[src/rtl/tap_dtm_sequencer_pkg.sv]
// Shared constants for the JTAG debug transport: IR opcodes, DMI op codes,
// DMI FSM state encodings, DR chain selectors and DTMCS control bit offsets.
package tap_dtm_sequencer_pkg;

    localparam logic [4:0] IR_IDCODE = 5'h01;
    localparam logic [4:0] IR_DTMCS  = 5'h10;
    localparam logic [4:0] IR_DMI    = 5'h11;
    localparam logic [4:0] IR_BYPASS = 5'h1F;

    typedef enum logic [1:0] {
        DMI_NOP   = 2'd0,
        DMI_READ  = 2'd1,
        DMI_WRITE = 2'd2,
        DMI_RSVD  = 2'd3
    } dmi_op_t;

    typedef logic [1:0] dmi_fsm_t;
    localparam dmi_fsm_t FSM_IDLE = 2'd0;
    localparam dmi_fsm_t FSM_REQ  = 2'd1;
    localparam dmi_fsm_t FSM_WAIT = 2'd2;

    localparam logic [1:0] STAT_OK     = 2'd0;
    localparam logic [1:0] STAT_FAILED = 2'd2;
    localparam logic [1:0] STAT_BUSY   = 2'd3;

    localparam logic [1:0] CH_IDCODE = 2'd0;
    localparam logic [1:0] CH_DTMCS  = 2'd1;
    localparam logic [1:0] CH_DMI    = 2'd2;
    localparam logic [1:0] CH_BYPASS = 2'd3;

    localparam int DTMCS_DMIRESET_BIT  = 16;
    localparam int DTMCS_HARDRESET_BIT = 17;

endpackage

[src/rtl/tap_dtm_sequencer_if.sv]
// DMI request/response bundle between the debug transport (master)
// and the debug module (slave).
interface tap_dtm_sequencer_if #(
    parameter int ABITS = 7
);
    logic             req_valid;
    logic             req_ready;
    logic [ABITS-1:0] req_addr;
    logic [31:0]      req_data;
    logic [1:0]       req_op;
    logic             rsp_valid;
    logic [31:0]      rsp_data;
    logic [1:0]       rsp_op;

    modport master (
        output req_valid, req_addr, req_data, req_op,
        input  req_ready, rsp_valid, rsp_data, rsp_op
    );

    modport slave (
        input  req_valid, req_addr, req_data, req_op,
        output req_ready, rsp_valid, rsp_data, rsp_op
    );
endinterface

[src/rtl/tap_dtm_sequencer_dmi_fsm.sv]
// DMI handshake engine: turns accepted DMI updates into one request/response
// transaction and keeps the sticky busy/failed flags reported on capture.
module tap_dtm_sequencer_dmi_fsm
    import tap_dtm_sequencer_pkg::*;
#(
    parameter int ABITS = 7
) (
    input  logic             clk,
    input  logic             rst,
    input  logic             dmi_update,
    input  logic [ABITS-1:0] upd_addr,
    input  logic [31:0]      upd_data,
    input  logic [1:0]       upd_op,
    input  logic             clear_sticky,
    input  logic             hard_reset,
    tap_dtm_sequencer_if.master dmi,
    output logic [ABITS-1:0] last_addr,
    output logic [31:0]      rsp_data,
    output logic [1:0]       status
);

    dmi_fsm_t         state;
    logic             sticky_busy;
    logic             sticky_failed;
    logic [ABITS-1:0] addr_q;
    logic [31:0]      data_q;
    logic [1:0]       op_q;
    logic [31:0]      rsp_q;
    logic             can_issue;

    assign can_issue = !sticky_busy && !sticky_failed &&
                       (upd_op != DMI_NOP) && (upd_op != DMI_RSVD);

    always_ff @(posedge clk or posedge rst) begin
        if (rst) begin
            state         <= FSM_IDLE;
            sticky_busy   <= 1'b0;
            sticky_failed <= 1'b0;
            addr_q        <= '0;
            data_q        <= '0;
            op_q          <= '0;
            rsp_q         <= '0;
        end else if (hard_reset) begin
            // Abort whatever is in flight; a late response finds us IDLE and is dropped.
            state         <= FSM_IDLE;
            sticky_busy   <= 1'b0;
            sticky_failed <= 1'b0;
        end else begin
            case (state)
                FSM_IDLE: begin
                    if (dmi_update && can_issue) begin
                        addr_q <= upd_addr;
                        data_q <= upd_data;
                        op_q   <= upd_op;
                        state  <= FSM_REQ;
                    end
                end
                FSM_REQ: begin
                    if (dmi.req_ready) begin
                        state <= FSM_WAIT;
                    end
                end
                FSM_WAIT: begin
                    if (dmi.rsp_valid) begin
                        if (op_q == DMI_READ) begin
                            rsp_q <= dmi.rsp_data;
                        end
                        if (dmi.rsp_op == STAT_FAILED) begin
                            sticky_failed <= 1'b1;
                        end
                        state <= FSM_IDLE;
                    end
                end
                default: state <= FSM_IDLE;
            endcase

            if (dmi_update && (state != FSM_IDLE)) begin
                sticky_busy <= 1'b1;
            end
            // Placed last so a dmireset wins over a failure flagged on the same edge.
            if (clear_sticky) begin
                sticky_busy   <= 1'b0;
                sticky_failed <= 1'b0;
            end
        end
    end

    assign dmi.req_valid = (state == FSM_REQ);
    assign dmi.req_addr  = addr_q;
    assign dmi.req_data  = data_q;
    assign dmi.req_op    = op_q;
    assign last_addr     = addr_q;
    assign rsp_data      = rsp_q;
    assign status        = ((state != FSM_IDLE) || sticky_busy) ? STAT_BUSY :
                           sticky_failed ? STAT_FAILED : STAT_OK;

endmodule

[src/rtl/tap_dtm_sequencer.sv]
// JTAG debug transport behind the TAP controller: instruction register,
// DR chain selection and TDO driver, with DMI updates handed to the FSM.
module tap_dtm_sequencer
    import tap_dtm_sequencer_pkg::*;
#(
    parameter int          IR_W   = 5,
    parameter int          ABITS  = 7,
    parameter logic [31:0] IDCODE = 32'h1000_0001
) (
    input  logic tck_i,
    input  logic trst_i,
    input  logic tdi_i,
    input  logic captureIR_i,
    input  logic shiftIR_i,
    input  logic updateIR_i,
    input  logic captureDR_i,
    input  logic shiftDR_i,
    input  logic updateDR_i,
    output logic tdo_o,
    output logic tdo_en_o,
    tap_dtm_sequencer_if.master dmi
);

    localparam int DMI_W = ABITS + 34;

    logic [IR_W-1:0]  ir_sr;
    logic [IR_W-1:0]  ir_q;
    logic [31:0]      idcode_sr;
    logic [31:0]      dtmcs_sr;
    logic [DMI_W-1:0] dmi_sr;
    logic             bypass_sr;
    logic [1:0]       chain;
    logic             dr_lsb;
    logic [ABITS-1:0] last_addr;
    logic [31:0]      rsp_data;
    logic [1:0]       status;
    logic [31:0]      dtmcs_capture;
    logic             dmi_update;
    logic             dtmcs_update;
    logic             clear_sticky;
    logic             hard_reset;

    always_comb begin
        chain = CH_BYPASS;
        case (ir_q)
            IR_W'(IR_IDCODE): chain = CH_IDCODE;
            IR_W'(IR_DTMCS):  chain = CH_DTMCS;
            IR_W'(IR_DMI):    chain = CH_DMI;
            IR_W'(IR_BYPASS): chain = CH_BYPASS;
            default:          chain = CH_BYPASS;
        endcase
    end

    assign dtmcs_capture = {14'b0, 2'b0, 1'b0, 3'd0, status, 6'(ABITS), 4'd1};

    always_ff @(posedge tck_i or posedge trst_i) begin
        if (trst_i) begin
            ir_sr <= '0;
            ir_q  <= IR_W'(IR_IDCODE);
        end else begin
            if (captureIR_i) begin
                ir_sr <= IR_W'(1);
            end else if (shiftIR_i) begin
                ir_sr <= {tdi_i, ir_sr[IR_W-1:1]};
            end
            if (updateIR_i) begin
                ir_q <= ir_sr;
            end
        end
    end

    // Only the chain selected by ir_q captures or shifts; the others keep their contents.
    always_ff @(posedge tck_i or posedge trst_i) begin
        if (trst_i) begin
            idcode_sr <= '0;
            dtmcs_sr  <= '0;
            dmi_sr    <= '0;
            bypass_sr <= 1'b0;
        end else if (captureDR_i) begin
            case (chain)
                CH_IDCODE: idcode_sr <= IDCODE;
                CH_DTMCS:  dtmcs_sr  <= dtmcs_capture;
                CH_DMI:    dmi_sr    <= {last_addr, rsp_data, status};
                default:   bypass_sr <= 1'b0;
            endcase
        end else if (shiftDR_i) begin
            case (chain)
                CH_IDCODE: idcode_sr <= {tdi_i, idcode_sr[31:1]};
                CH_DTMCS:  dtmcs_sr  <= {tdi_i, dtmcs_sr[31:1]};
                CH_DMI:    dmi_sr    <= {tdi_i, dmi_sr[DMI_W-1:1]};
                default:   bypass_sr <= tdi_i;
            endcase
        end
    end

    always_comb begin
        case (chain)
            CH_IDCODE: dr_lsb = idcode_sr[0];
            CH_DTMCS:  dr_lsb = dtmcs_sr[0];
            CH_DMI:    dr_lsb = dmi_sr[0];
            default:   dr_lsb = bypass_sr;
        endcase
    end

    always_ff @(negedge tck_i or posedge trst_i) begin
        if (trst_i) begin
            tdo_o    <= 1'b0;
            tdo_en_o <= 1'b0;
        end else begin
            tdo_en_o <= shiftIR_i | shiftDR_i;
            if (shiftIR_i) begin
                tdo_o <= ir_sr[0];
            end else if (shiftDR_i) begin
                tdo_o <= dr_lsb;
            end else begin
                tdo_o <= 1'b0;
            end
        end
    end

    assign dmi_update   = updateDR_i && (chain == CH_DMI);
    assign dtmcs_update = updateDR_i && (chain == CH_DTMCS);
    assign hard_reset   = dtmcs_update && dtmcs_sr[DTMCS_HARDRESET_BIT];
    assign clear_sticky = dtmcs_update &&
                          (dtmcs_sr[DTMCS_DMIRESET_BIT] || dtmcs_sr[DTMCS_HARDRESET_BIT]);

    tap_dtm_sequencer_dmi_fsm #(
        .ABITS (ABITS)
    ) u_dmi_fsm (
        .clk          (tck_i),
        .rst          (trst_i),
        .dmi_update   (dmi_update),
        .upd_addr     (dmi_sr[DMI_W-1:34]),
        .upd_data     (dmi_sr[33:2]),
        .upd_op       (dmi_sr[1:0]),
        .clear_sticky (clear_sticky),
        .hard_reset   (hard_reset),
        .dmi          (dmi),
        .last_addr    (last_addr),
        .rsp_data     (rsp_data),
        .status       (status)
    );

endmodule

[src/flat_wrapper.sv]
// flat-port wrapper written by rule: the top's interface ports become plain ports
module tap_dtm_sequencer_flat import tap_dtm_sequencer_pkg::*;
#(
    parameter int          IR_W   = 5,
    parameter int          ABITS  = 7,
    parameter logic [31:0] IDCODE = 32'h1000_0001
)
  (tck_i, trst_i, tdi_i, captureIR_i, shiftIR_i, updateIR_i, captureDR_i, shiftDR_i, updateDR_i, tdo_o, tdo_en_o, dmi_req_valid, dmi_req_addr, dmi_req_data, dmi_req_op, dmi_req_ready, dmi_rsp_valid, dmi_rsp_data, dmi_rsp_op);
  tap_dtm_sequencer_if #(.ABITS(ABITS)) dmi_i ();
  input  logic tck_i;
  input  logic trst_i;
  input  logic tdi_i;
  input  logic captureIR_i;
  input  logic shiftIR_i;
  input  logic updateIR_i;
  input  logic captureDR_i;
  input  logic shiftDR_i;
  input  logic updateDR_i;
  output logic tdo_o;
  output logic tdo_en_o;
  output wire logic [$bits(dmi_i.req_valid)-1:0] dmi_req_valid;
  output wire logic [$bits(dmi_i.req_addr)-1:0] dmi_req_addr;
  output wire logic [$bits(dmi_i.req_data)-1:0] dmi_req_data;
  output wire logic [$bits(dmi_i.req_op)-1:0] dmi_req_op;
  input wire logic [$bits(dmi_i.req_ready)-1:0] dmi_req_ready;
  input wire logic [$bits(dmi_i.rsp_valid)-1:0] dmi_rsp_valid;
  input wire logic [$bits(dmi_i.rsp_data)-1:0] dmi_rsp_data;
  input wire logic [$bits(dmi_i.rsp_op)-1:0] dmi_rsp_op;
  assign dmi_req_valid = dmi_i.req_valid;
  assign dmi_req_addr = dmi_i.req_addr;
  assign dmi_req_data = dmi_i.req_data;
  assign dmi_req_op = dmi_i.req_op;
  assign dmi_i.req_ready = dmi_req_ready;
  assign dmi_i.rsp_valid = dmi_rsp_valid;
  assign dmi_i.rsp_data = dmi_rsp_data;
  assign dmi_i.rsp_op = dmi_rsp_op;
  tap_dtm_sequencer #(.IR_W(IR_W), .ABITS(ABITS), .IDCODE(IDCODE)) u_core (.tck_i(tck_i), .trst_i(trst_i), .tdi_i(tdi_i), .captureIR_i(captureIR_i), .shiftIR_i(shiftIR_i), .updateIR_i(updateIR_i), .captureDR_i(captureDR_i), .shiftDR_i(shiftDR_i), .updateDR_i(updateDR_i), .tdo_o(tdo_o), .tdo_en_o(tdo_en_o), .dmi(dmi_i));
endmodule
[config.mk]
export PLATFORM = sky130hd
export DESIGN_NAME = tap_dtm_sequencer_flat
export DESIGN_NICKNAME = d
export VERILOG_FILES = /design/src/rtl/tap_dtm_sequencer_pkg.sv /design/src/rtl/tap_dtm_sequencer_if.sv /design/src/rtl/tap_dtm_sequencer_dmi_fsm.sv /design/src/rtl/tap_dtm_sequencer.sv /design/src/flat_wrapper.sv
export SDC_FILE = /design/constraint.sdc
export NUM_CORES = 1
export LEC_CHECK = 0
export ABC_AREA = 1
export BUFFER_PORTS_ARGS = -buffer_cell sky130_fd_sc_hd__buf_2
export CORE_MARGIN = 2
export CORE_UTILIZATION = 52
export CTS_CLUSTER_DIAMETER = 200
export DETAILED_ROUTE_END_ITERATION = 16
export PLACE_DENSITY_LB_ADDON = 0.12
export SLEW_MARGIN = 10
export SYNTH_ARGS = -nofsm -noshare
export SYNTH_HDL_FRONTEND = slang
export SYNTH_SLANG_ARGS = --single-unit
[constraint.sdc]
create_clock -name tck_i -period 12.19 [get_ports tck_i]
set_clock_uncertainty 0.1 [all_clocks]
set_input_delay 1.219 -clock tck_i [delete_from_list [all_inputs] [get_ports tck_i]]
set_output_delay 1.219 -clock tck_i [all_outputs]
set_load 0.1 [all_outputs]
# Yosys cells after proc, flatten, opt, wreduce, memory -nomap -nowiden
# Index checks and enable logic that the tools add are counted.
dict set report totals {
  ff_bits 195
  output_inout_bits 44
}
dict set report op_classes {
  eq_ne 15
  muxes 37
  bitwise 2
  n_reduce_logical 32
}
# cell n
set op_table {}
lappend op_table {{32-bit 2-to-1 mux} 8}
lappend op_table {{41-bit 2-to-1 mux} 4}
lappend op_table {{1-bit 2-to-1 mux} 14}
lappend op_table {{2-bit 2-to-1 mux} 6}
lappend op_table {{2-bit case mux with 3 select lines} 2}
lappend op_table {{3-bit AND reduction} 4}
lappend op_table {{3-bit nonzero test} 4}
lappend op_table {{5-bit == test (second input constant)} 2}
lappend op_table {{5-bit 2-to-1 mux} 2}
lappend op_table {{1-bit logical AND} 9}
lappend op_table {{2-bit nonzero test} 4}
lappend op_table {{2-bit by 1-bit == test with 1-bit output (second input constant)} 3}
lappend op_table {{2-bit == test (second input constant)} 3}
lappend op_table {{2-bit != test (second input constant)} 3}
lappend op_table {{3-bit by 2-bit != test with 1-bit output (second input constant)} 2}
lappend op_table {{2-bit AND reduction} 3}
lappend op_table {{5-bit by 1-bit == test with 1-bit output (second input constant)} 1}
lappend op_table {{2-bit zero test} 2}
lappend op_table {{4-bit AND reduction} 1}
lappend op_table {{3-bit by 1-bit != test with 1-bit output (second input constant)} 1}
lappend op_table {{1-bit case mux with 3 select lines} 1}
lappend op_table {{3-bit OR reduction} 1}
lappend op_table {{1-bit zero test} 2}
lappend op_table {{1-bit logical OR} 2}
lappend op_table {{2 further kinds} 2}

# Depth between registers and ports, before layout
dict set report depth {
  depth_word 8
  depth_mapped 9
  ltp_nobuf 8
}

# Modules after synthesis
# Synthesis repeated with hierarchy kept, for this count alone.
dict set report hier_totals {
  cells_unflattened 980
  area_unflattened_um2 8513.2
}
# module instances cells_each area_per_inst_um2 seq_area_each_um2
set by_module_without_submodules {}
lappend by_module_without_submodules {tap_dtm_sequencer 1 618 5182.5 2954.1}
lappend by_module_without_submodules {tap_dtm_sequencer_dmi_fsm 1 362 3330.7 1926.8}

==> impl_metrics.env <==
export IMPL_hold_class="reg -> reg"
export IMPL_drt_wl_total_um=14900
export IMPL_drc=0
export IMPL_critPathCaptureType="primary output"
export IMPL_drive_above_1_share=0.148
export IMPL_syn_nets=909
export IMPL_status="complete, no violations"
export IMPL_die_x_um=128
export IMPL_hpwl_um=9350
export IMPL_core_area_mm2=0.0151
export IMPL_grt_use_total=0.198
export IMPL_rows=45
export IMPL_crit_slowest_cell="buf_2"
export IMPL_ys_seq_elements=195
export IMPL_grt_pass1_wl_um=26200
export IMPL_ys_types=28
export IMPL_synth_avg_cell_area_um2=9.27
export IMPL_layout_nets=971
export IMPL_path_buf_inv=1
export IMPL_yosys_area_top_type="dfrtp_1"
export IMPL_antenna_found_initial=0
export IMPL_critPathMaxStageDelay_ns=0.42
export IMPL_overflow=0
export IMPL_synth_top_area_frac=0.600
export IMPL_num_antenna_cells=0
export IMPL_drtIter0Drc=432
export IMPL_worst_r2r_startpoint="u_core.ir_q[0]"
export IMPL_p_leak_nw=4.43
export IMPL_grt_pass1_vias=5792
export IMPL_io_pins=89
export IMPL_ctsHoldBuffers=0
export IMPL_crit_path_start_kind="register"
export IMPL_path_delay_family="buffers and inverters"
export IMPL_cts_made_buffers=17
export IMPL_synth_area_mm2=0.00801
export IMPL_first_pass_iters=7
export IMPL_area_growth_pct=12.5
export IMPL_cts_resized=0
export IMPL_tns_ns=0
export IMPL_clockBufferDepth=2
export IMPL_cts_max_level=4
export IMPL_cts_root_buffer="clkbuf_16"
export IMPL_path_class="reg -> out"
export IMPL_gp_congestion=0.826
export IMPL_synthCells=864
export IMPL_setup_violations=0
export IMPL_arrival_ns=7.29
export IMPL_synth_area_top_cells="dfrtp_1, nand2_1, o21ai_0"
export IMPL_cap_violations=0
export IMPL_max_slew_worst_pin_slew_ns=0.959
export IMPL_final_common_cell="nand2_1"
export IMPL_drv_slew=0
export IMPL_peakVddDrop_mv=0.130
export IMPL_initial_utilization=0.529
export IMPL_slew_headroom=0.360
export IMPL_rsz0062_at_grt="false"
export IMPL_place_area_mm2=0.00845
export IMPL_final_cell_mix="nand2_1, dfrtp_1, inv_1"
export IMPL_cts_setup_buffers=0
export IMPL_wl_per_cell_um=13.2
export IMPL_final_cell_area_mm2=0.00901
export IMPL_critPathLaunch="u_core.tdo_en_o"
export IMPL_die_area_mm2=0.0164
export IMPL_grt_max_degree=154
export IMPL_holdCritStartpoint="u_core.dtmcs_sr[18]"
export IMPL_drt_antenna_violating_nets=0
export IMPL_clock_sinks=195
export IMPL_cp_max_fo=1
export IMPL_synth_warning_count=0
export IMPL_clock_latency_ns=0.42
export IMPL_clk_pin_slew_ns=0.06
export IMPL_hold_viol_final=0
export IMPL_vias=5830
export IMPL_p_per_area_mw_per_mm2=224
export IMPL_viasPerCell=5.18
export IMPL_crit_chain="buf_2"
export IMPL_cts_tree="yes"
export IMPL_synth_seq_area_share=0.609
export IMPL_port_buffers=88
export IMPL_die_h_um=128
export IMPL_required_ns=10.87
Yosys cell counts (all sizes together):
cell type	count
nand3	24
clkbuf	25
buf	26
dfrtp	192
dfrtn	2
nand4	2
a31oi	5
nand2	215
a21oi	7
o21ai	171
nor2	31
dfstp	1
nor3	1
o2111ai	1
o21bai	1
o22ai	3
o31ai	10
inv	109
o211ai	38
metal layers:
layer  vias up  global-route usage  wire length, µm
met3        19              0.0463              601
met4         0              0.0705              267
met1      2787               0.253             7000
met2       106               0.333             7040
li1       2918                   -                -
met5         -                   0                0
report_power, final:
group          internal, mW  switching, mW
logic                 0.112          0.530
clock network         0.301          0.226
registers             0.785         0.0625
total                  1.20          0.819
per-stage QoR:
stage	utilization	hold slack (ns)	total power [mW]	worst slack, ns	instances
2_1_floorplan	-	0.348	1.39	2.38	864
3_3_place_gp	0.558	0.366	1.49	4.00	1095
3_5_place_dp	0.558	0.369	1.51	3.99	1095
4_1_cts	0.595	0.386	2.04	3.56	1126
5_1_grt	0.595	0.402	2.12	3.53	1126
6_report	0.595	0.382	2.02	3.58	1126
cell families (layout without fill, tap and decap cells):
group / Yosys count / after routing / synth area share
AOI/OAI and AO/OA: 236 / 236 / 0.165
DFF: 195 / 195 / 0.609
buffers and inverters: 160 / 234 / 0.0889
and+or+nand+nor: 273 / 273 / 0.137
final timing paths:
path | to | slack [ns] | depth (start not counted)
worst min-delay path | u_core.dtmcs_sr[18] | 0.38 | 2
min in group asynchronous | u_core.u_dmi_fsm.dmi.req_data[6] | 0.90 | 2
worst max-delay path | tdo_en_o | 3.58 | 1
worst min register to register | u_core.dtmcs_sr[18] | 0.38 | 2
worst max register to register | u_core.tdo_o | 4.59 | 7
max in group asynchronous | u_core.tdo_en_o | 4.56 | 2
cell type report:
type | instances | area, µm²
Inverter | 109 | 414
Multi-Input combinational cell | 509 | 2420
Tap cell | 188 | 235
Sequential cell | 195 | 4880
Fill cell | 1325 | 6140
Timing Repair Buffer | 94 | 498
Clock buffer | 22 | 484
Clock inverter | 9 | 77.6
state kept, by name, summed over array words and instances (netlist names):
register,count
u_core.u_dmi_fsm.dmi.req_addr,7
u_core.tdo_o,1
u_core.dtmcs_sr,32
u_core.u_dmi_fsm.dmi.req_data,32
u_core.u_dmi_fsm.dmi.req_op,2
u_core.u_dmi_fsm.state,2
u_core.u_dmi_fsm.rsp_data,32
u_core.u_dmi_fsm.sticky_busy,1
u_core.u_dmi_fsm.sticky_failed,1
u_core.idcode_sr,32
u_core.ir_sr,5
u_core.tdo_en_o,1
u_core.bypass_sr,1
u_core.ir_q,5
u_core.dmi_sr,41
Note: power is estimated with default switching activity, not from simulation.
